==> src/rtl/channel_lut_pkg.sv <==
// Shared types and constants for the channel-selector LUT configuration controller.
package channel_lut_pkg;

    typedef enum logic [1:0] {
        ST_IDLE     = 2'd0,
        ST_REQ      = 2'd1,
        ST_GAP      = 2'd2,
        ST_CTRL_ACK = 2'd3
    } lut_state_e;

    localparam logic [1:0] LUT_IDLE = 2'b00;
    localparam logic [1:0] LUT_WR   = 2'b10;
    localparam logic [1:0] LUT_RD   = 2'b01;

    localparam int CTRL_INIT_BIT = 0;
    localparam int CTRL_CLR_BIT  = 1;

    // Identity map: rising channel a (1..2**outp_w) selects virtual channel a-1 with valid set.
    function automatic logic [31:0] default_entry(input logic [31:0] addr, input int outp_w);
        logic [31:0] span;
        span = 32'd1 << outp_w;
        if ((addr >= 32'd1) && (addr <= span)) begin
            return span | (addr - 32'd1);
        end else begin
            return 32'd0;
        end
    endfunction

endpackage

==> src/rtl/channel_lut_ctrl_if.sv <==
// Wishbone host bus between the configuration host and the LUT controller.
interface channel_lut_ctrl_if #(
    parameter int ADR_W = 7
);
    logic             wb_cyc;
    logic             wb_stb;
    logic             wb_we;
    logic [ADR_W-1:0] wb_adr;
    logic [31:0]      wb_dat_i;
    logic [31:0]      wb_dat_o;
    logic             wb_ack;

    modport master (output wb_cyc, wb_stb, wb_we, wb_adr, wb_dat_i, input wb_dat_o, wb_ack);
    modport slave  (input wb_cyc, wb_stb, wb_we, wb_adr, wb_dat_i, output wb_dat_o, wb_ack);
endinterface

==> src/rtl/channel_lut_ctrl.sv <==
// Sole master of the LUT request/ack port: arbitrates the Wishbone host against the
// identity-map init sequencer, with a timeout guarding every LUT operation.
module channel_lut_ctrl
    import channel_lut_pkg::*;
#(
    parameter int CHANNEL_INP_WIDTH  = 6,
    parameter int CHANNEL_OUTP_WIDTH = 4,
    parameter bit AUTO_INIT          = 1'b1,
    parameter int TIMEOUT_CYCLES     = 15
) (
    input  logic                          clk,
    input  logic                          rst_n,
    channel_lut_ctrl_if.slave             wb,
    input  logic                          reset_comb_done,
    output logic [1:0]                    lut_WrRd,
    output logic [CHANNEL_INP_WIDTH-1:0]  lut_addr,
    output logic [CHANNEL_OUTP_WIDTH:0]   lut_dat_o,
    input  logic [CHANNEL_OUTP_WIDTH:0]   lut_dat_i,
    input  logic                          lut_ack,
    output logic                          init_busy
);
    localparam int IW            = CHANNEL_INP_WIDTH;
    localparam int OW            = CHANNEL_OUTP_WIDTH;
    localparam int CTRL_ADDR_BIT = CHANNEL_INP_WIDTH;
    localparam int TW            = $clog2(TIMEOUT_CYCLES + 1);
    localparam logic [IW-1:0] MAX_ADDR = {IW{1'b1}};
    localparam logic [TW-1:0] TMO_LAST = TW'(TIMEOUT_CYCLES - 1);

    lut_state_e  state_q, state_d;
    logic        init_req_q, init_req_d;
    logic        init_busy_q, init_busy_d;
    logic        done_q, done_d;
    logic        err_q, err_d;
    logic        host_drop_q, host_drop_d;
    logic [TW-1:0] tmo_cnt_q, tmo_cnt_d;
    logic [1:0]  lut_wrrd_q, lut_wrrd_d;
    logic [IW-1:0] lut_addr_q, lut_addr_d;
    logic [OW:0] lut_dat_q, lut_dat_d;
    logic        wb_ack_q, wb_ack_d;
    logic [31:0] wb_dat_q, wb_dat_d;

    logic          host_req_s, init_start_s, ctrl_take_s, host_lut_take_s, last_s, tmo_s;
    logic [IW-1:0] nxt_addr_s;
    logic [31:0]   ent_nxt_s, ent_zero_s;
    logic          unused_s;

    assign host_req_s   = wb.wb_cyc && wb.wb_stb;
    assign init_start_s = init_req_q || (AUTO_INIT && reset_comb_done);
    assign last_s       = (lut_addr_q == MAX_ADDR);
    assign tmo_s        = (tmo_cnt_q == TMO_LAST);
    assign nxt_addr_s   = lut_addr_q + IW'(1);
    assign ent_nxt_s    = default_entry(32'(nxt_addr_s), OW);
    assign ent_zero_s   = default_entry(32'd0, OW);
    assign unused_s     = ^wb.wb_dat_i[31:OW+1];

    // Control accesses are served from IDLE, and from GAP so busy can be polled mid-init.
    assign ctrl_take_s = host_req_s && wb.wb_adr[CTRL_ADDR_BIT] &&
                         (((state_q == ST_IDLE) && !init_start_s) ||
                          ((state_q == ST_GAP) && init_busy_q));
    assign host_lut_take_s = host_req_s && !wb.wb_adr[CTRL_ADDR_BIT] &&
                             (state_q == ST_IDLE) && !init_start_s;

    // State register.
    always_ff @(posedge clk or negedge rst_n) begin
        if (!rst_n) begin
            state_q <= ST_IDLE;
        end else begin
            state_q <= state_d;
        end
    end

    // Next-state decode.
    always_comb begin
        state_d = state_q;
        case (state_q)
            ST_IDLE: begin
                if (init_start_s || host_lut_take_s) state_d = ST_REQ;
                else if (ctrl_take_s)                state_d = ST_CTRL_ACK;
                else                                 state_d = ST_IDLE;
            end
            ST_REQ: begin
                if (lut_ack || tmo_s) state_d = ST_GAP;
                else                  state_d = ST_REQ;
            end
            ST_GAP: begin
                if (ctrl_take_s)                 state_d = ST_CTRL_ACK;
                else if (init_busy_q && !last_s) state_d = ST_REQ;
                else                             state_d = ST_IDLE;
            end
            ST_CTRL_ACK: state_d = init_busy_q ? ST_GAP : ST_IDLE;
            default:     state_d = ST_IDLE;
        endcase
    end

    // Output and datapath next values.
    always_comb begin
        init_req_d  = init_req_q;
        init_busy_d = init_busy_q;
        done_d      = done_q;
        err_d       = err_q;
        host_drop_d = host_drop_q;
        tmo_cnt_d   = tmo_cnt_q;
        lut_wrrd_d  = lut_wrrd_q;
        lut_addr_d  = lut_addr_q;
        lut_dat_d   = lut_dat_q;
        wb_ack_d    = 1'b0;
        wb_dat_d    = 32'd0;

        if (AUTO_INIT && reset_comb_done && !init_busy_q) init_req_d = 1'b1;
        else                                              init_req_d = init_req_q;

        if (ctrl_take_s) begin
            wb_ack_d = 1'b1;
            if (wb.wb_we) begin
                if (wb.wb_dat_i[CTRL_INIT_BIT] && !init_busy_q) init_req_d = 1'b1;
                else                                            init_req_d = init_req_d;
                if (wb.wb_dat_i[CTRL_CLR_BIT]) begin
                    done_d = 1'b0;
                    err_d  = 1'b0;
                end else begin
                    done_d = done_q;
                end
            end else begin
                wb_dat_d = {29'd0, err_q, done_q, init_busy_q};
            end
        end else begin
            wb_dat_d = 32'd0;
        end

        case (state_q)
            ST_IDLE: begin
                if (init_start_s) begin
                    init_req_d  = 1'b0;
                    init_busy_d = 1'b1;
                    lut_addr_d  = '0;
                    lut_dat_d   = ent_zero_s[OW:0];
                    lut_wrrd_d  = LUT_WR;
                    tmo_cnt_d   = '0;
                end else if (host_lut_take_s) begin
                    lut_addr_d  = wb.wb_adr[IW-1:0];
                    lut_dat_d   = wb.wb_dat_i[OW:0];
                    lut_wrrd_d  = wb.wb_we ? LUT_WR : LUT_RD;
                    tmo_cnt_d   = '0;
                    host_drop_d = 1'b0;
                end else begin
                    lut_wrrd_d  = LUT_IDLE;
                end
            end
            ST_REQ: begin
                if (!wb.wb_cyc) host_drop_d = 1'b1;
                else            host_drop_d = host_drop_q;
                if (lut_ack || tmo_s) begin
                    lut_wrrd_d = LUT_IDLE;
                    if (!lut_ack) err_d = 1'b1;
                    else          err_d = err_q;
                    // A host that abandoned the cycle gets no acknowledge.
                    if (!init_busy_q && wb.wb_cyc && !host_drop_q) begin
                        wb_ack_d = 1'b1;
                        wb_dat_d = (lut_ack && (lut_wrrd_q == LUT_RD)) ? 32'(lut_dat_i) : 32'd0;
                    end else begin
                        wb_ack_d = 1'b0;
                    end
                end else begin
                    tmo_cnt_d = tmo_cnt_q + TW'(1);
                end
            end
            ST_GAP: begin
                if (!ctrl_take_s && init_busy_q) begin
                    if (!last_s) begin
                        lut_addr_d = nxt_addr_s;
                        lut_dat_d  = ent_nxt_s[OW:0];
                        lut_wrrd_d = LUT_WR;
                        tmo_cnt_d  = '0;
                    end else begin
                        init_busy_d = 1'b0;
                        done_d      = 1'b1;
                    end
                end else begin
                    lut_wrrd_d = LUT_IDLE;
                end
            end
            ST_CTRL_ACK: lut_wrrd_d = LUT_IDLE;
            default:     lut_wrrd_d = LUT_IDLE;
        endcase
    end

    // Registered outputs and sticky status.
    always_ff @(posedge clk or negedge rst_n) begin
        if (!rst_n) begin
            init_req_q  <= 1'b0;
            init_busy_q <= 1'b0;
            done_q      <= 1'b0;
            err_q       <= 1'b0;
            host_drop_q <= 1'b0;
            tmo_cnt_q   <= '0;
            lut_wrrd_q  <= LUT_IDLE;
            lut_addr_q  <= '0;
            lut_dat_q   <= '0;
            wb_ack_q    <= 1'b0;
            wb_dat_q    <= 32'd0;
        end else begin
            init_req_q  <= init_req_d;
            init_busy_q <= init_busy_d;
            done_q      <= done_d;
            err_q       <= err_d;
            host_drop_q <= host_drop_d;
            tmo_cnt_q   <= tmo_cnt_d;
            lut_wrrd_q  <= lut_wrrd_d;
            lut_addr_q  <= lut_addr_d;
            lut_dat_q   <= lut_dat_d;
            wb_ack_q    <= wb_ack_d;
            wb_dat_q    <= wb_dat_d;
        end
    end

    assign lut_WrRd    = lut_wrrd_q;
    assign lut_addr    = lut_addr_q;
    assign lut_dat_o   = lut_dat_q;
    assign init_busy   = init_busy_q;
    assign wb.wb_ack   = wb_ack_q;
    assign wb.wb_dat_o = wb_dat_q;

endmodule
==> src/flat_wrapper.sv <==
// flat-port wrapper written by rule: the top's interface ports become plain ports
module channel_lut_ctrl_flat import channel_lut_pkg::*;
#(
    parameter int CHANNEL_INP_WIDTH  = 6,
    parameter int CHANNEL_OUTP_WIDTH = 4,
    parameter bit AUTO_INIT          = 1'b1,
    parameter int TIMEOUT_CYCLES     = 15
)
  (clk, rst_n, reset_comb_done, lut_WrRd, lut_addr, lut_dat_o, lut_dat_i, lut_ack, init_busy, wb_wb_cyc, wb_wb_stb, wb_wb_we, wb_wb_adr, wb_wb_dat_i, wb_wb_dat_o, wb_wb_ack);
  channel_lut_ctrl_if wb_i ();
  input  logic clk;
  input  logic rst_n;
  input  logic reset_comb_done;
  output logic [1:0] lut_WrRd;
  output logic [CHANNEL_INP_WIDTH-1:0] lut_addr;
  output logic [CHANNEL_OUTP_WIDTH:0] lut_dat_o;
  input  logic [CHANNEL_OUTP_WIDTH:0] lut_dat_i;
  input  logic lut_ack;
  output logic init_busy;
  input wire logic [$bits(wb_i.wb_cyc)-1:0] wb_wb_cyc;
  input wire logic [$bits(wb_i.wb_stb)-1:0] wb_wb_stb;
  input wire logic [$bits(wb_i.wb_we)-1:0] wb_wb_we;
  input wire logic [$bits(wb_i.wb_adr)-1:0] wb_wb_adr;
  input wire logic [$bits(wb_i.wb_dat_i)-1:0] wb_wb_dat_i;
  output wire logic [$bits(wb_i.wb_dat_o)-1:0] wb_wb_dat_o;
  output wire logic [$bits(wb_i.wb_ack)-1:0] wb_wb_ack;
  assign wb_i.wb_cyc = wb_wb_cyc;
  assign wb_i.wb_stb = wb_wb_stb;
  assign wb_i.wb_we = wb_wb_we;
  assign wb_i.wb_adr = wb_wb_adr;
  assign wb_i.wb_dat_i = wb_wb_dat_i;
  assign wb_wb_dat_o = wb_i.wb_dat_o;
  assign wb_wb_ack = wb_i.wb_ack;
  channel_lut_ctrl #(.CHANNEL_INP_WIDTH(CHANNEL_INP_WIDTH), .CHANNEL_OUTP_WIDTH(CHANNEL_OUTP_WIDTH), .AUTO_INIT(AUTO_INIT), .TIMEOUT_CYCLES(TIMEOUT_CYCLES)) u_core (.clk(clk), .rst_n(rst_n), .wb(wb_i), .reset_comb_done(reset_comb_done), .lut_WrRd(lut_WrRd), .lut_addr(lut_addr), .lut_dat_o(lut_dat_o), .lut_dat_i(lut_dat_i), .lut_ack(lut_ack), .init_busy(init_busy));
endmodule
==> config.mk <==
export PLATFORM = sky130hd
export DESIGN_NAME = channel_lut_ctrl_flat
export DESIGN_NICKNAME = d
export VERILOG_FILES = /design/src/rtl/channel_lut_pkg.sv /design/src/rtl/channel_lut_ctrl_if.sv /design/src/rtl/channel_lut_ctrl.sv /design/src/flat_wrapper.sv
export SDC_FILE = /design/constraint.sdc
export NUM_CORES = 1
export LEC_CHECK = 0
export CAP_MARGIN = 20
export CORE_MARGIN = 4
export CORE_UTILIZATION = 40
export DETAILED_ROUTE_END_ITERATION = 8
export PLACE_DENSITY_LB_ADDON = 0.08
export SKIP_LAST_GASP = 1
export SLEW_MARGIN = 5
export SYNTH_ARGS = -nofsm -noshare
export SYNTH_HDL_FRONTEND = slang
export SYNTH_SLANG_ARGS = --single-unit
==> constraint.sdc <==
create_clock -name clk -period 2 [get_ports clk]
set_input_delay 0.4 -clock clk [delete_from_list [all_inputs] [get_ports clk]]
set_output_delay 0.4 -clock clk [all_outputs]
set_load 0.02 [all_outputs]
==> flow_summary.yaml <==
sta:
  period_minus_slack_ps: 1931
  setup_ws_ps: 69.30
  fmax_ghz: 0.5179
  worst_pin_slew_ps: 512.7
  hold_viol: 0
  skew_ps: 7.679
  slew_headroom_pct: 65.56
  fin_crit_sh_pct: 96.53
  setup_viol: 0
  rsz0062_at_grt: "yes"
  drv_slew: 0
grt:
  antenna_found_initial: 0
  grt_util_all_layers_pct: 17.01
  met3_usage_pct: 4.524
  grt_max_degree: 31
  top_usage_layer: "met2"
  use_met1_pct: 24.29
  grt_pass1_vias: 1700
  grt_pass1_wl_um: 8176
  gr-usage-met2_pct: 25.00
  grt.overflow.total: 0
worst_setup_path:
  slowest_delay_ps: 570
  critical_path_class: "reg2reg"
  required_ps: 2170
  r2r_start: "u_core.state_q[1]$_DFF_PN0_"
  r2r_setup_slack_ps: 70
  cp_cell_sequence: "buf_4 > or4_1 > a21o_1 > nor2_1 > nand2_1 > o2bb2ai_1"
  startpoint: "u_core.state_q[1]$_DFF_PN0_"
  path_depth: 6
  endpoint: "u_core.done_q$_DFF_PN0_"
  crit_fanout: 5
  start_kind: "flop"
  crit_family: "simple AND/OR/NAND/NOR gates"
  reg2reg_depth: 6
  critPathSlowestCell: "or4_1"
  critPathBufInv: 1
  r2r-end: "u_core.done_q$_DFF_PN0_"
  end_kind: "flop"
  worstPathArrival_ps: 2100
place:
  gp_congestion: 0.8947
  dp.cells: 356
  placed_area_um2: 2585
  preCtsSetupSlack_ps: -365.5
  post-dp-hpwl_um: 3735
  io_buffers: 43
pwr:
  ir_drop_uv: 560.3
  p_per_area_nw_per_um2: 1277
  p_leak_nw: 1.212
  power.total_w: 0.003522
clock_tree:
  cts_sinks: 30
  clkTransAtPathRegs_ps: 70
  cts_hold_buf: 0
  cts_buffers: 5
  cts_max_path_buffers: 2
  cts_tree: "built"
  root_buffer: "clkbuf_8"
  htree_levels: 2
  clk-insertion-delay-late_ps: 280
routing:
  wire_per_inst_um: 13.75
  first_pass_iters: 4
  vias_per_cell: 4.942
  vias: 1804
  ant_nets: 0
  wl_um: 5019
  drc: 0
  drt-initial-drc-count: 106
layout:
  fin_cells: 365
  post-route-cell-area_um2: 2758
  areaGrowthSynthToFinish_pct: 41.28
  n_fill_cell: 462
  n_antenna_cell: 0
  layout-drive-gt1-share_pct: 20.47
  nets: 353
floorplan:
  rows: 25
  dieHeight_um: 77.86
  num_io_pins: 98
  start_util_pct: 41.32
  fp.dieW_um: 77.86
  die-area_um2: 6061
  coreArea_um2: 4723
yosys:
  muxShareOfSynthArea_pct: 0.5128
  synth-seq-cells: 30
  synth.distinct_cells: 48
  synthFlopType: "dfrtp_1"
  synth_cells: 221
  seq_area_frac_synth_pct: 38.46
  synth_top_family_by_area: "simple AND/OR/NAND/NOR gates"
  synth_edf_count: 0
  netlist_area_um2: 1952
  synthAdderAreaFrac_pct: 3.205
  synthArstFlopShare_pct: 100.0
  synthSimpleGateAreaFrac_pct: 21.03
  synth_compound_area_share_pct: 19.62
  yosysWarnings: 0
  syn_area_per_cell_um2: 8.832
  synth-xor-area-share_pct: 2.244
hold_path:
  min_path_type: "in2reg"
outcome:
  status: "complete, no violations"
job:
  maxCapViolCount: 0
-- power by group --
group / leakage, nW / internal, W / switching (W)
combinational: 0.780 / 0.000944 / 0.00110
clock: 0.0472 / 0.000276 / 0.000234
sequential: 0.384 / 0.000794 / 0.000178
-- per-stage QoR --
stage          setup TNS, ps  hold WS [ps]  util (%)
3_5_place_dp           -4829         478.3     54.73
6_report                   0         458.6     58.38
4_1_cts                    0         498.8     57.19
2_1_floorplan              0         104.4         -
3_3_place_gp           -4463         481.3     54.73
5_1_grt               -68.44         491.7     58.38
-- sequential cells by signal, indices dropped and copies added, names as in the netlist --
name and cells:
u_core.tmo_cnt_q 4, u_core.state_q 2, u_core.lut_WrRd 2, u_core.wb.wb_ack 1, u_core.lut_dat_o 5, u_core.lut_addr 6
u_core.host_drop_q 1, u_core.wb.wb_dat_o 5, u_core.init_req_q 1, u_core.err_q 1, u_core.init_busy 1, u_core.done_q 1
-- worst min-delay path, stage by stage --
cell	delay, ps
dlymetal6s2s_1	120
buf_4	130
o2bb2ai_1	60
-- final cells by class --
type / count / area [um2] / share of cell area [%]
multi-input combinational: 170 / 1061 / 38.48
tap: 67 / 83.83 / 3.040
sequential: 30 / 753.2 / 27.31
inverter: 10 / 37.54 / 1.361
timing repair buffer: 80 / 726.9 / 26.36
clock buffer: 6 / 82.58 / 2.995
clock inverter: 2 / 12.51 / 0.4537
-- cell families after synthesis --
logic type / count (synthesis)
buffers and inverters: 47
AOI/OAI and AO/OA: 55
and+or+nand+nor: 77
xor gates and xnor gates: 5
muxes: 1
other: 1
adders and majority gates: 5
DFF: 30
-- cell usage in the layout, fill, tap and decap left out, types with 4 or more instances in the layout --
cell             instances
nand2_1                 20
nand3_1                 10
clkbuf_8                 6
ha_1                     5
o211ai_1                 5
nor3_1                   7
dfrtp_1                 28
and2_1                   4
nor2_1                   9
a21oi_1                 12
inv_1                    9
conb_1                  27
o21ai_0                 15
or3_1                    4
clkdlybuf4s50_1         40
buf_4                   34
-- timing repair --
item	4_1_cts	5_1_grt
setup buffers	1	0
cloned	0	0
endpoints found under the setup margin	6	21
pin swaps	1	5
gates resized for setup	3	17
-- per-layer routing --
| metal | up-vias | part of all wire, % |
|---|---|---|
| met5 | - | 0 |
| met1 | 853 | 48 |
| li1 | 887 | - |
| met4 | 0 | 1.5 |
| met2 | 57 | 44 |
| met3 | 7 | 6.6 |
-- cells in the mapped netlist, types with 4 or more instances --
library cell   n  share of area [%]
dfrtp_1       30                 38
o211ai_1       5                1.9
a21oi_1       12                3.1
nor2_1        10                1.9
and2_1         4                1.3
nand2_1       21                4.0
o21ai_0       17                4.4
buf_2          4                1.0
inv_1         10                1.9
or3_1          4                1.3
ha_1           5                3.2
nand3_1       10                2.6
nor3_1         7                1.8
clkbuf_1       4               0.77
buf_4         28                 11
-- worst min-delay path by stage --
stage	from	end	cells past startpoint
final	wb_wb_cyc	u_core.host_drop_q$_DFFE_PN0P_	3
after global routing	wb_wb_cyc	u_core.host_drop_q$_DFFE_PN0P_	3
after CTS	u_core.err_q$_DFFE_PN0P_	u_core.err_q$_DFFE_PN0P_	1
after detailed placement	u_core.err_q$_DFFE_PN0P_	u_core.err_q$_DFFE_PN0P_	1
after global placement	u_core.err_q$_DFFE_PN0P_	u_core.err_q$_DFFE_PN0P_	1
after floorplan	rst_n	u_core.done_q$_DFF_PN0_	0
Power figures use the tool's default switching activity.
